File: config.mk
export PLATFORM = sky130hd
export DESIGN_NAME = aexm_enable_mc_flat
export DESIGN_NICKNAME = d
export VERILOG_FILES = /design/src/rtl/aexm_enable_mc_if.sv /design/src/rtl/aexm_enable_mc.sv /design/src/flat_wrapper.sv
export SDC_FILE = /design/constraint.sdc
export NUM_CORES = 1
export LEC_CHECK = 0
export BUFFER_PORTS_ARGS = -buffer_cell sky130_fd_sc_hd__buf_2
export CORE_AREA = 2 2 39 41
export DETAILED_ROUTE_END_ITERATION = 10
export DIE_AREA = 0 0 41 43
export GPL_TIMING_DRIVEN = 0
export REMOVE_ABC_BUFFERS = 1
export SLEW_MARGIN = 20
export SYNTH_ARGS = -nofsm -noshare
export SYNTH_HDL_FRONTEND = slang
export SYNTH_HIERARCHICAL = 1
export SYNTH_SLANG_ARGS = --single-unit
File: constraint.sdc
create_clock -name sys_clk_i -period 2.7 [get_ports sys_clk_i]
set_clock_uncertainty 0.2 [all_clocks]
set_input_delay 0.54 -clock sys_clk_i [delete_from_list [all_inputs] [get_ports sys_clk_i]]
set_output_delay 0.54 -clock sys_clk_i [all_outputs]
set_load 0.03 [all_outputs]
File: src/rtl/aexm_enable_mc_if.sv
// aexm_enable_mc_if
//   Bundle of the status inputs and enable outputs of the aexm pipeline-enable
//   controller.
//   master : the core/cache side. It drives the busy, decode and control inputs
//            and receives the enables.
//   slave  : the aexm_enable_mc controller.
//   Inputs to controller : icache_busy, dcache_busy[NCH], dSTRLOD, dLOD,
//                          dSEL[SELW], dSKIP, fSTALL, timeout_clr
//   Outputs of controller: cpu_enable, cpu_mode_memop, icache_enable,
//                          dcache_enable[NCH], memop_is_load, memop_timeout
interface aexm_enable_mc_if #(
  parameter int NCH  = 2,
  parameter int SELW = 1
);
  logic            icache_busy;
  logic [NCH-1:0]  dcache_busy;
  logic            dSTRLOD;
  logic            dLOD;
  logic [SELW-1:0] dSEL;
  logic            dSKIP;
  logic            fSTALL;
  logic            timeout_clr;

  logic            cpu_enable;
  logic            cpu_mode_memop;
  logic            icache_enable;
  logic [NCH-1:0]  dcache_enable;
  logic            memop_is_load;
  logic            memop_timeout;

  modport master (
    output icache_busy, dcache_busy, dSTRLOD, dLOD, dSEL, dSKIP, fSTALL, timeout_clr,
    input  cpu_enable, cpu_mode_memop, icache_enable, dcache_enable,
           memop_is_load, memop_timeout
  );

  modport slave (
    input  icache_busy, dcache_busy, dSTRLOD, dLOD, dSEL, dSKIP, fSTALL, timeout_clr,
    output cpu_enable, cpu_mode_memop, icache_enable, dcache_enable,
           memop_is_load, memop_timeout
  );
endinterface

File: src/rtl/aexm_enable_mc.sv
// aexm_enable_mc
//   Pipeline-enable and cache-issue controller for the aexm core. It arbitrates
//   one icache and NCH dcache channels and produces the global cpu_enable
//   (d_en/x_en) for every pipeline stage.
//
//   Optional feature macro: AEXM_ENABLE_TIMEOUT_EN
//     defined   : the MEM_WAIT watchdog counter, the HALT state and timeout_clr
//                 are active.
//     undefined : MEM_WAIT waits forever, memop_timeout is tied 0 and
//                 timeout_clr is ignored.
//
//   Parameters: NCH (channels, 1..4), SELW (select width, 2^SELW >= NCH),
//               TOW (watchdog width), TO_LIMIT (MEM_WAIT cycles, < 2^TOW)
//   Ports:
//     sys_clk_i  : clock, rising edge
//     sys_rst_ni : asynchronous active-low reset
//     bus        : aexm_enable_mc_if.slave (cache busy, decode info, enables)

// Per-channel slice. It decodes the latched select for one dcache channel,
// gates the issue pulse, and masks that channel's busy.
module aexm_enable_mc_lane #(
  parameter int SELW = 1,
  parameter int IDX  = 0
) (
  input  logic [SELW-1:0] i_sel,
  input  logic            i_issue,
  input  logic            i_busy,
  output logic            o_en,
  output logic            o_busy
);
  logic w_hit;
  assign w_hit  = (i_sel == SELW'(IDX));
  assign o_en   = i_issue & w_hit;
  assign o_busy = i_busy & w_hit;
endmodule

module aexm_enable_mc #(
  parameter int NCH      = 2,
  parameter int SELW     = 1,
  parameter int TOW      = 8,
  parameter int TO_LIMIT = 255
) (
  input  logic             sys_clk_i,
  input  logic             sys_rst_ni,
  aexm_enable_mc_if.slave  bus
);

  typedef enum logic [2:0] {
    S_RST    = 3'd0,
    S_RUN    = 3'd1,
    S_IWAIT  = 3'd2,
    S_MISSUE = 3'd3,
    S_MWAIT  = 3'd4,
    S_HALT   = 3'd5
  } state_t;

  state_t          r_state, w_next;
  logic [SELW-1:0] r_sel;
  logic            r_load;

  logic            w_cpu_en;
  logic            w_ic_en;
  logic            w_issue;
  logic            w_memop;
  logic            w_latch;
  logic [SELW-1:0] w_sel_in;
  logic            w_busy_sel;
  logic            w_exit;
  logic [NCH-1:0]  w_dc_en;
  logic [NCH-1:0]  w_busy_hit;

  // An out-of-range select falls back to channel 0, so dcache_enable can
  // never be all-zero during MEM_ISSUE. The extra MSB keeps the compare
  // exact when NCH == 2^SELW.
  assign w_sel_in = ({1'b0, bus.dSEL} < (SELW+1)'(NCH)) ? bus.dSEL : '0;

  for (genvar g = 0; g < NCH; g++) begin : g_lane
    aexm_enable_mc_lane #(.SELW(SELW), .IDX(g)) u_lane (
      .i_sel  (r_sel),
      .i_issue(w_issue),
      .i_busy (bus.dcache_busy[g]),
      .o_en   (w_dc_en[g]),
      .o_busy (w_busy_hit[g])
    );
  end

  // Only the selected channel's busy holds the memop. The icache must also be
  // idle, because the retiring cycle advances the whole pipeline.
  assign w_busy_sel = |w_busy_hit;
  assign w_exit     = !w_busy_sel && !bus.icache_busy;

`ifdef AEXM_ENABLE_TIMEOUT_EN
  logic [TOW-1:0] r_cnt;
  logic           r_to;
  logic           w_cnt_clr;
  logic           w_cnt_inc;
  logic           w_to_set;
  logic           w_to_clr;
  logic           w_to_hit;

  assign w_to_hit = (r_cnt == TOW'(TO_LIMIT));

  always_ff @(posedge sys_clk_i or negedge sys_rst_ni) begin
    if (!sys_rst_ni) begin
      r_cnt <= '0;
      r_to  <= 1'b0;
    end else begin
      if (w_cnt_clr)      r_cnt <= '0;
      else if (w_cnt_inc) r_cnt <= r_cnt + 1'b1;
      if (w_to_set)       r_to  <= 1'b1;
      else if (w_to_clr)  r_to  <= 1'b0;
    end
  end

  assign bus.memop_timeout = r_to;
`else
  logic w_unused;
  assign w_unused          = bus.timeout_clr;
  assign bus.memop_timeout = 1'b0;
`endif

  always_ff @(posedge sys_clk_i or negedge sys_rst_ni) begin
    if (!sys_rst_ni) begin
      r_state <= S_RST;
      r_sel   <= '0;
      r_load  <= 1'b0;
    end else begin
      r_state <= w_next;
      if (w_latch) begin
        r_sel  <= w_sel_in;
        r_load <= bus.dLOD;
      end
    end
  end

  always_comb begin
    w_next   = r_state;
    w_cpu_en = 1'b0;
    w_ic_en  = 1'b0;
    w_issue  = 1'b0;
    w_memop  = 1'b0;
    w_latch  = 1'b0;
`ifdef AEXM_ENABLE_TIMEOUT_EN
    w_cnt_clr = 1'b0;
    w_cnt_inc = 1'b0;
    w_to_set  = 1'b0;
    w_to_clr  = 1'b0;
`endif
    case (r_state)
      S_RST: w_next = S_RUN;

      S_RUN: begin
        // icache first, then a live (unsquashed) memop, then the hazard stall
        if (bus.icache_busy) begin
          w_next = S_IWAIT;
        end else if (bus.dSTRLOD && !bus.dSKIP) begin
          w_next  = S_MISSUE;
          w_latch = 1'b1;
        end else begin
          w_cpu_en = !bus.fSTALL;
        end
        w_ic_en = w_cpu_en;
      end

      S_IWAIT: if (!bus.icache_busy) w_next = S_RUN;

      S_MISSUE: begin
        w_issue = 1'b1;
        w_memop = 1'b1;
        w_next  = S_MWAIT;
`ifdef AEXM_ENABLE_TIMEOUT_EN
        w_cnt_clr = 1'b1;
`endif
      end

      S_MWAIT: begin
        w_memop = 1'b1;
        if (w_exit) begin
          // retire cycle: the held instruction advances with this enable
          w_cpu_en = 1'b1;
          w_ic_en  = 1'b1;
          w_next   = S_RUN;
        end else begin
`ifdef AEXM_ENABLE_TIMEOUT_EN
          // The count reaches TO_LIMIT on the (TO_LIMIT+1)th wait cycle.
          if (w_to_hit) begin
            w_next   = S_HALT;
            w_to_set = 1'b1;
          end else begin
            w_cnt_inc = 1'b1;
          end
`endif
        end
      end

      S_HALT: begin
`ifdef AEXM_ENABLE_TIMEOUT_EN
        if (bus.timeout_clr) begin
          w_next   = S_RUN;
          w_to_clr = 1'b1;
        end
`else
        w_next = S_RUN;
`endif
      end

      default: w_next = S_RST;
    endcase
  end

  assign bus.cpu_enable     = w_cpu_en;
  assign bus.icache_enable  = w_ic_en;
  assign bus.cpu_mode_memop = w_memop;
  assign bus.dcache_enable  = w_dc_en;
  assign bus.memop_is_load  = r_load;

endmodule
File: src/flat_wrapper.sv
// flat-port wrapper written by rule: the top's interface ports become plain ports
module aexm_enable_mc_flat 
#(
  parameter int NCH      = 2,
  parameter int SELW     = 1,
  parameter int TOW      = 8,
  parameter int TO_LIMIT = 255
)
  (sys_clk_i, sys_rst_ni, bus_icache_busy, bus_dcache_busy, bus_dSTRLOD, bus_dLOD, bus_dSEL, bus_dSKIP, bus_fSTALL, bus_timeout_clr, bus_cpu_enable, bus_cpu_mode_memop, bus_icache_enable, bus_dcache_enable, bus_memop_is_load, bus_memop_timeout);
  aexm_enable_mc_if #(.NCH(NCH), .SELW(SELW)) bus_i ();
  input  logic sys_clk_i;
  input  logic sys_rst_ni;
  input wire logic [$bits(bus_i.icache_busy)-1:0] bus_icache_busy;
  input wire logic [$bits(bus_i.dcache_busy)-1:0] bus_dcache_busy;
  input wire logic [$bits(bus_i.dSTRLOD)-1:0] bus_dSTRLOD;
  input wire logic [$bits(bus_i.dLOD)-1:0] bus_dLOD;
  input wire logic [$bits(bus_i.dSEL)-1:0] bus_dSEL;
  input wire logic [$bits(bus_i.dSKIP)-1:0] bus_dSKIP;
  input wire logic [$bits(bus_i.fSTALL)-1:0] bus_fSTALL;
  input wire logic [$bits(bus_i.timeout_clr)-1:0] bus_timeout_clr;
  output wire logic [$bits(bus_i.cpu_enable)-1:0] bus_cpu_enable;
  output wire logic [$bits(bus_i.cpu_mode_memop)-1:0] bus_cpu_mode_memop;
  output wire logic [$bits(bus_i.icache_enable)-1:0] bus_icache_enable;
  output wire logic [$bits(bus_i.dcache_enable)-1:0] bus_dcache_enable;
  output wire logic [$bits(bus_i.memop_is_load)-1:0] bus_memop_is_load;
  output wire logic [$bits(bus_i.memop_timeout)-1:0] bus_memop_timeout;
  assign bus_i.icache_busy = bus_icache_busy;
  assign bus_i.dcache_busy = bus_dcache_busy;
  assign bus_i.dSTRLOD = bus_dSTRLOD;
  assign bus_i.dLOD = bus_dLOD;
  assign bus_i.dSEL = bus_dSEL;
  assign bus_i.dSKIP = bus_dSKIP;
  assign bus_i.fSTALL = bus_fSTALL;
  assign bus_i.timeout_clr = bus_timeout_clr;
  assign bus_cpu_enable = bus_i.cpu_enable;
  assign bus_cpu_mode_memop = bus_i.cpu_mode_memop;
  assign bus_icache_enable = bus_i.icache_enable;
  assign bus_dcache_enable = bus_i.dcache_enable;
  assign bus_memop_is_load = bus_i.memop_is_load;
  assign bus_memop_timeout = bus_i.memop_timeout;
  aexm_enable_mc #(.NCH(NCH), .SELW(SELW), .TOW(TOW), .TO_LIMIT(TO_LIMIT)) u_core (.sys_clk_i(sys_clk_i), .sys_rst_ni(sys_rst_ni), .bus(bus_i));
endmodule
After elaboration in Yosys (flattened, before gate mapping)
Cells that the tools add are included.

ROM bits: 0. Memories kept: 0. Bits in writable memories: 0. Output and inout bits: 7. Register bits: 5. Bits of input ports: 11. Bits in latches: 0.

Bitwise operators: 5. Multipliers: 0. Add/sub/neg operators: 0. Shift operators: 0. Reductions and logical operators: 11. Magnitude comparators: 0. Div/mod/pow operators: 0. Multiplexer cells: 14. Eq/ne operators: 8.

Operators by type and width (number): case mux 3 bit (5 select lines) (1); two-way mux 3 bit (4); two-way mux 1 bit (8); == test 3 x 2 -> 1 bit, second input constant (2); == test 3 bit, second input constant (2); OR reduction 2 bit (3); AND 1 bit (4); zero test 1 bit (4); == test 3 x 1 -> 1 bit, second input constant (1); zero test 3 bit (1); != test 3 x 2 -> 1 bit, second input constant (1); AND reduction 3 bit (1); logical AND 1 bit (2); != test 2 x 1 -> 1 bit, second input constant (1); != test 2 bit, second input constant (1); case mux 1 bit (2 select lines) (1); NOT 1 bit (1).

Depth between registers and ports, before layout
Depth after elaboration: 7. Gate-level depth with buffers: 4.

Cells and area by module
Netlist, hierarchy kept.

By module, submodules not included: aexm_enable_mc (area each 309.0 sq um, sequential area each 125.1 sq um, times used 1, cells an instance 31); aexm_enable_mc_lane (area each 12.5 sq um, sequential area each 0.0 sq um, times used 2, cells an instance 2).

Least setup slack after synthesis
Ideal clock, no wire load.

Kind: input to output. Start: in bus_dcache_busy[1]. End: out bus_icache_enable. Path buffers: 1. Arrival time: 1.518 ns. Stages on the path: 4. Slack: 0.442 ns. Path through: and2_1 -> nor4b_1 -> o21a_1 -> buf_4.

Word-level cells in the longest chain between the ends: 6.

RTL lines: start, declared (RTL line flat_wrapper.sv:14) `input wire logic [$bits(bus_i.dcache_busy)-1:0] bus_dcache_busy;`; AND 1 bit (RTL line aexm_enable_mc.sv:34) `assign o_busy = i_busy & w_hit;`; OR reduction 2 bit (RTL line aexm_enable_mc.sv:89) `assign w_busy_sel = |w_busy_hit;`; zero test 1 bit (RTL line aexm_enable_mc.sv:90) `assign w_exit = !w_busy_sel && !bus.icache_busy;`; logical AND 1 bit (RTL line aexm_enable_mc.sv:90); two-way mux 1 bit; case mux 1 bit (2 select lines); end, declared (RTL line flat_wrapper.sv:23) `output wire logic [$bits(bus_i.icache_enable)-1:0] bus_icache_enable;`.

Every way passes these cells.

Final worst setup path
Start: reg u_core.r_sel. End: out bus_cpu_enable.

Elaborated cells on any way between the ends: 8. Classes of those cells: mux: 2; bitwise: 3; reduce/logical: 3.

RTL lines: start, declared (RTL line aexm_enable_mc.sv:58) `logic [SELW-1:0] r_sel;`; start signal, assigned (RTL line aexm_enable_mc.sv:130) `r_sel <= w_sel_in;`; AND 1 bit (RTL line aexm_enable_mc.sv:34); net u_core.w_busy_hit[1] (RTL line aexm_enable_mc.sv:70) `logic [NCH-1:0] w_busy_hit;`; OR reduction 2 bit (RTL line aexm_enable_mc.sv:89); zero test 1 bit (RTL line aexm_enable_mc.sv:90); logical AND 1 bit (RTL line aexm_enable_mc.sv:90); two-way mux 1 bit (RTL line aexm_enable_mc.sv:178) `if (w_exit) begin`; case mux 1 bit (2 select lines) (RTL line aexm_enable_mc.sv:149) `case (r_state)`; end, declared (RTL line flat_wrapper.sv:21) `output wire logic [$bits(bus_i.cpu_enable)-1:0] bus_cpu_enable;`.

The timed path passes the listed nets, and every way through them passes these cells.

==> results.sh <==
export IMPL_io_pins=18
export IMPL_reg2regPathDepth=3
export IMPL_slew_violations=0
export IMPL_yosysTopAreaCell="dfrtp_1"
export IMPL_power_share_sequential=0.330
export IMPL_grt_overflow_total=0
export IMPL_pleak_nw=0.232
export IMPL_postSynthRegisterBits=5
export IMPL_synth_top_cells_by_area="dfrtp_1 (37%), mux2_1 (6.7%), nor2b_1 (5.6%)"
export IMPL_synthDominantCellAreaShare=0.375
export IMPL_min_from="u_core/bus.memop_is_load"
export IMPL_grt_pass1_wl_mm=1.09
export IMPL_setup_tns_ns=0
export IMPL_hold_path_class="flop to flop"
export IMPL_detail_route_wirelength_um=642
export IMPL_critical_path_top_delay_family="simple AND/OR/NAND/NOR gates"
export IMPL_detailed_place_hpwl_um=528
export IMPL_setup_violations_final=0
export IMPL_pre_cts_slack_ns=0.492
export IMPL_synthesis_instances=35
export IMPL_die_x_um=41
export IMPL_critical_path_source_type="flop"
export IMPL_worst_path_arrival_time_ns=1.48
export IMPL_number_of_warning_messages_in_the_yosys_log=6
export IMPL_maxClockFrequency_mhz=451
export IMPL_cts_repair_resize_count=0
export IMPL_groute_layer_met2_usage=0.128
export IMPL_via_count_of_the_first_global_routing_pass=300
export IMPL_fp_dieArea_um2=1760
export IMPL_initial_core_util=0.241
export IMPL_switching_portion_of_total_power=0.437
export IMPL_finalHoldViolCount=0
export IMPL_tritoncts_clock_tree="done"
export IMPL_vias=307
export IMPL_critical_path_endpoint_type="primary output"
export IMPL_grt_busiest_layer="met2"
export IMPL_power_ir_vdd_worst_mv=0.454
export IMPL_layout_drive_gt1_share=0.396
export IMPL_floorplan_die_height_um=43
export IMPL_power_switching_mw=0.211
export IMPL_hold_end="u_core/bus.memop_is_load"
export IMPL_internal_power_of_the_cells_mw=0.271
export IMPL_drc_viols=0
export IMPL_num_antenna_cells=0
export IMPL_timing_rr_start="u_core/r_state[1]"
export IMPL_cap_viol_max_count=0
export IMPL_synth_seq_area_share=0.375
export IMPL_p_clk_frac=0.177
export IMPL_slowest_stage="dfrtp_1"
export IMPL_detail_route_first_pass_iterations=4
export IMPL_placementRows=14
export IMPL_min_delay_path_depth=1
export IMPL_maximum_number_of_pins_on_one_net_before_global_route_repair=8
export IMPL_worst_path_stages=4
export IMPL_drt_antenna_violating_nets=0
export IMPL_coreArea_um2=1380
export IMPL_power_share_combinational=0.492
export IMPL_track_usage=0.0910
export IMPL_syn_cell_area_um2=334
export IMPL_globalRouteMet3Util=0
export IMPL_setup_reg_to_reg_worst_slack_ns=1.33
export IMPL_crit_type="flop to primary output"
export IMPL_clock_root_buffer="clkbuf_4"
export IMPL_wire_length_per_cell_um=9.30
export IMPL_htree_num_levels=1
export IMPL_globalRouteMet1Util=0.109
export IMPL_crit_path_max_incr_delay_ns=0.41
export IMPL_final_instance_count_excl_fill=69
export IMPL_critPathMaxFanout=5
export IMPL_ys_types=23
export IMPL_routabilityCongestion=0.722
export IMPL_portBuffers=15
export IMPL_cts_buffers_inserted=3
export IMPL_sum_of_buffers_and_inverters_on_the_critical_path=1
export IMPL_final_net_count=65
export IMPL_clock_pin_slew_on_the_worst_setup_and_hold_paths_ns=0.04
export IMPL_clock_sinks=5
export IMPL_worstSkewPairLatency_ns=0.24
export IMPL_fin_ws_ns=0.483
export IMPL_outcome="finished clean"
export IMPL_power_per_cell_area_nw_per_um2=1070
export IMPL_clockBufferDepth=2
export IMPL_fin_crit_sh=0.821
export IMPL_worstReg2RegEnd="u_core/bus.memop_is_load"
export IMPL_cp_startpoint="u_core/r_sel"
export IMPL_grt_setup_unrepaired="no"
export IMPL_areaGrowthSynthToFinish_pct=34.8
export IMPL_fill_cells=146
export IMPL_grt_antenna_before_repair=0
export IMPL_period_needed_ns=2.22
export IMPL_placed_cells_incl_taps=64
export IMPL_post_synth_cell_area_avg_um2=9.54
export IMPL_crit_required_ns=1.96
export IMPL_drt_initial_drc_count=5
export IMPL_avgViaCountPerCell=4.45
export IMPL_critical_path_cell_chain="and2_1, nor4b_1, o21a_1, buf_2"
==> cell families after synthesis <==
family	after synthesis	synth area share
simple gates	17	0.367
compound gates	7	0.124
flops	5	0.375
buf+inv	3	0.0562
mux	2	0.0674
other cells	1	0.0112
==> state kept, by name, indices dropped and copies added, names as in the netlist <==
| signal | flops |
|---|---|
| u_core/r_state | 3 |
| u_core/r_sel | 1 |
| u_core/bus.memop_is_load | 1 |
==> Yosys cell counts <==
master    number
a211o_1        1
a21oi_1        2
and2_1         2
and2b_1        1
buf_4          2
conb_1         1
dfrtp_1        5
inv_1          1
mux2_1         2
nand2_1        2
nand2b_1       1
nand3_2        1
nand3b_1       1
nor2_1         1
nor2b_1        3
nor2b_4        1
nor3_1         1
nor3b_2        1
nor4b_1        1
o21a_1         1
o21ai_0        2
o21ai_1        1
or3b_1         1
==> cells in the final DEF (no fill, tap or decap), types with 2 or more instances in the layout <==
| master | n |
|---|---|
| mux2_1 | 2 |
| o21ai_0 | 2 |
| clkbuf_4 | 3 |
| and2_1 | 2 |
| dfrtp_1 | 5 |
| nor2b_1 | 3 |
| buf_2 | 15 |
| a21oi_1 | 2 |
| nand2_1 | 2 |
==> through the flow <==
step / util / cell area [um2] / total power, mW / hold WS (ns)
after floorplan: - / 319 / 0.335 / 0.0444
after global placement: 0.299 / 414 / 0.394 / 0.157
after detailed placement: 0.299 / 414 / 0.400 / 0.158
after CTS: 0.325 / 450 / 0.491 / 0.291
after global routing: 0.325 / 450 / 0.518 / 0.301
final: 0.325 / 450 / 0.482 / 0.288
==> power by group through the flow <==
stage	Combinational, mW	Sequential [mW]	Clock (mW)
detailed placement	0.238	0.161	0
finish	0.237	0.159	0.0855
floorplan	0.169	0.166	0
global route	0.256	0.168	0.0944
global placement	0.235	0.160	0
CTS	0.241	0.161	0.0893
==> worst max path at each step <==
stage	endpoint	slack, ns
floorplan	bus_cpu_enable	0.49
global placement	bus_icache_enable	0.49
detailed placement	bus_cpu_enable	0.49
CTS	bus_cpu_enable	0.45
global route	bus_cpu_enable	0.32
finish	bus_cpu_enable	0.48
==> metal layers <==
layer | up-vias | share of wire
met4 | 0 | 0.045
li1 | 154 | -
met3 | 4 | 0.092
met2 | 17 | 0.45
met1 | 132 | 0.41
met5 | - | 0
==> layout make-up <==
cell class              instances  area (um2)  area share
repair buffers                 16        85.1       0.189
inverters                       1        3.75     0.00833
well taps                      16        20.0      0.0444
clock buffers                   4        26.3      0.0583
multi-input cells              27         190       0.422
flip-flops and latches          5         125       0.278
==> timing repair <==
| item | 4_1_cts | 5_1_grt |
|---|---|---|
| endpoints found under the hold margin | 5 | 0 |
| hold buffers | 1 | 0 |
| setup endpoints to repair | 0 | 0 |
| buffers inserted | 0 | 0 |
No activity file was read; power rests on OpenSTA's default activity.
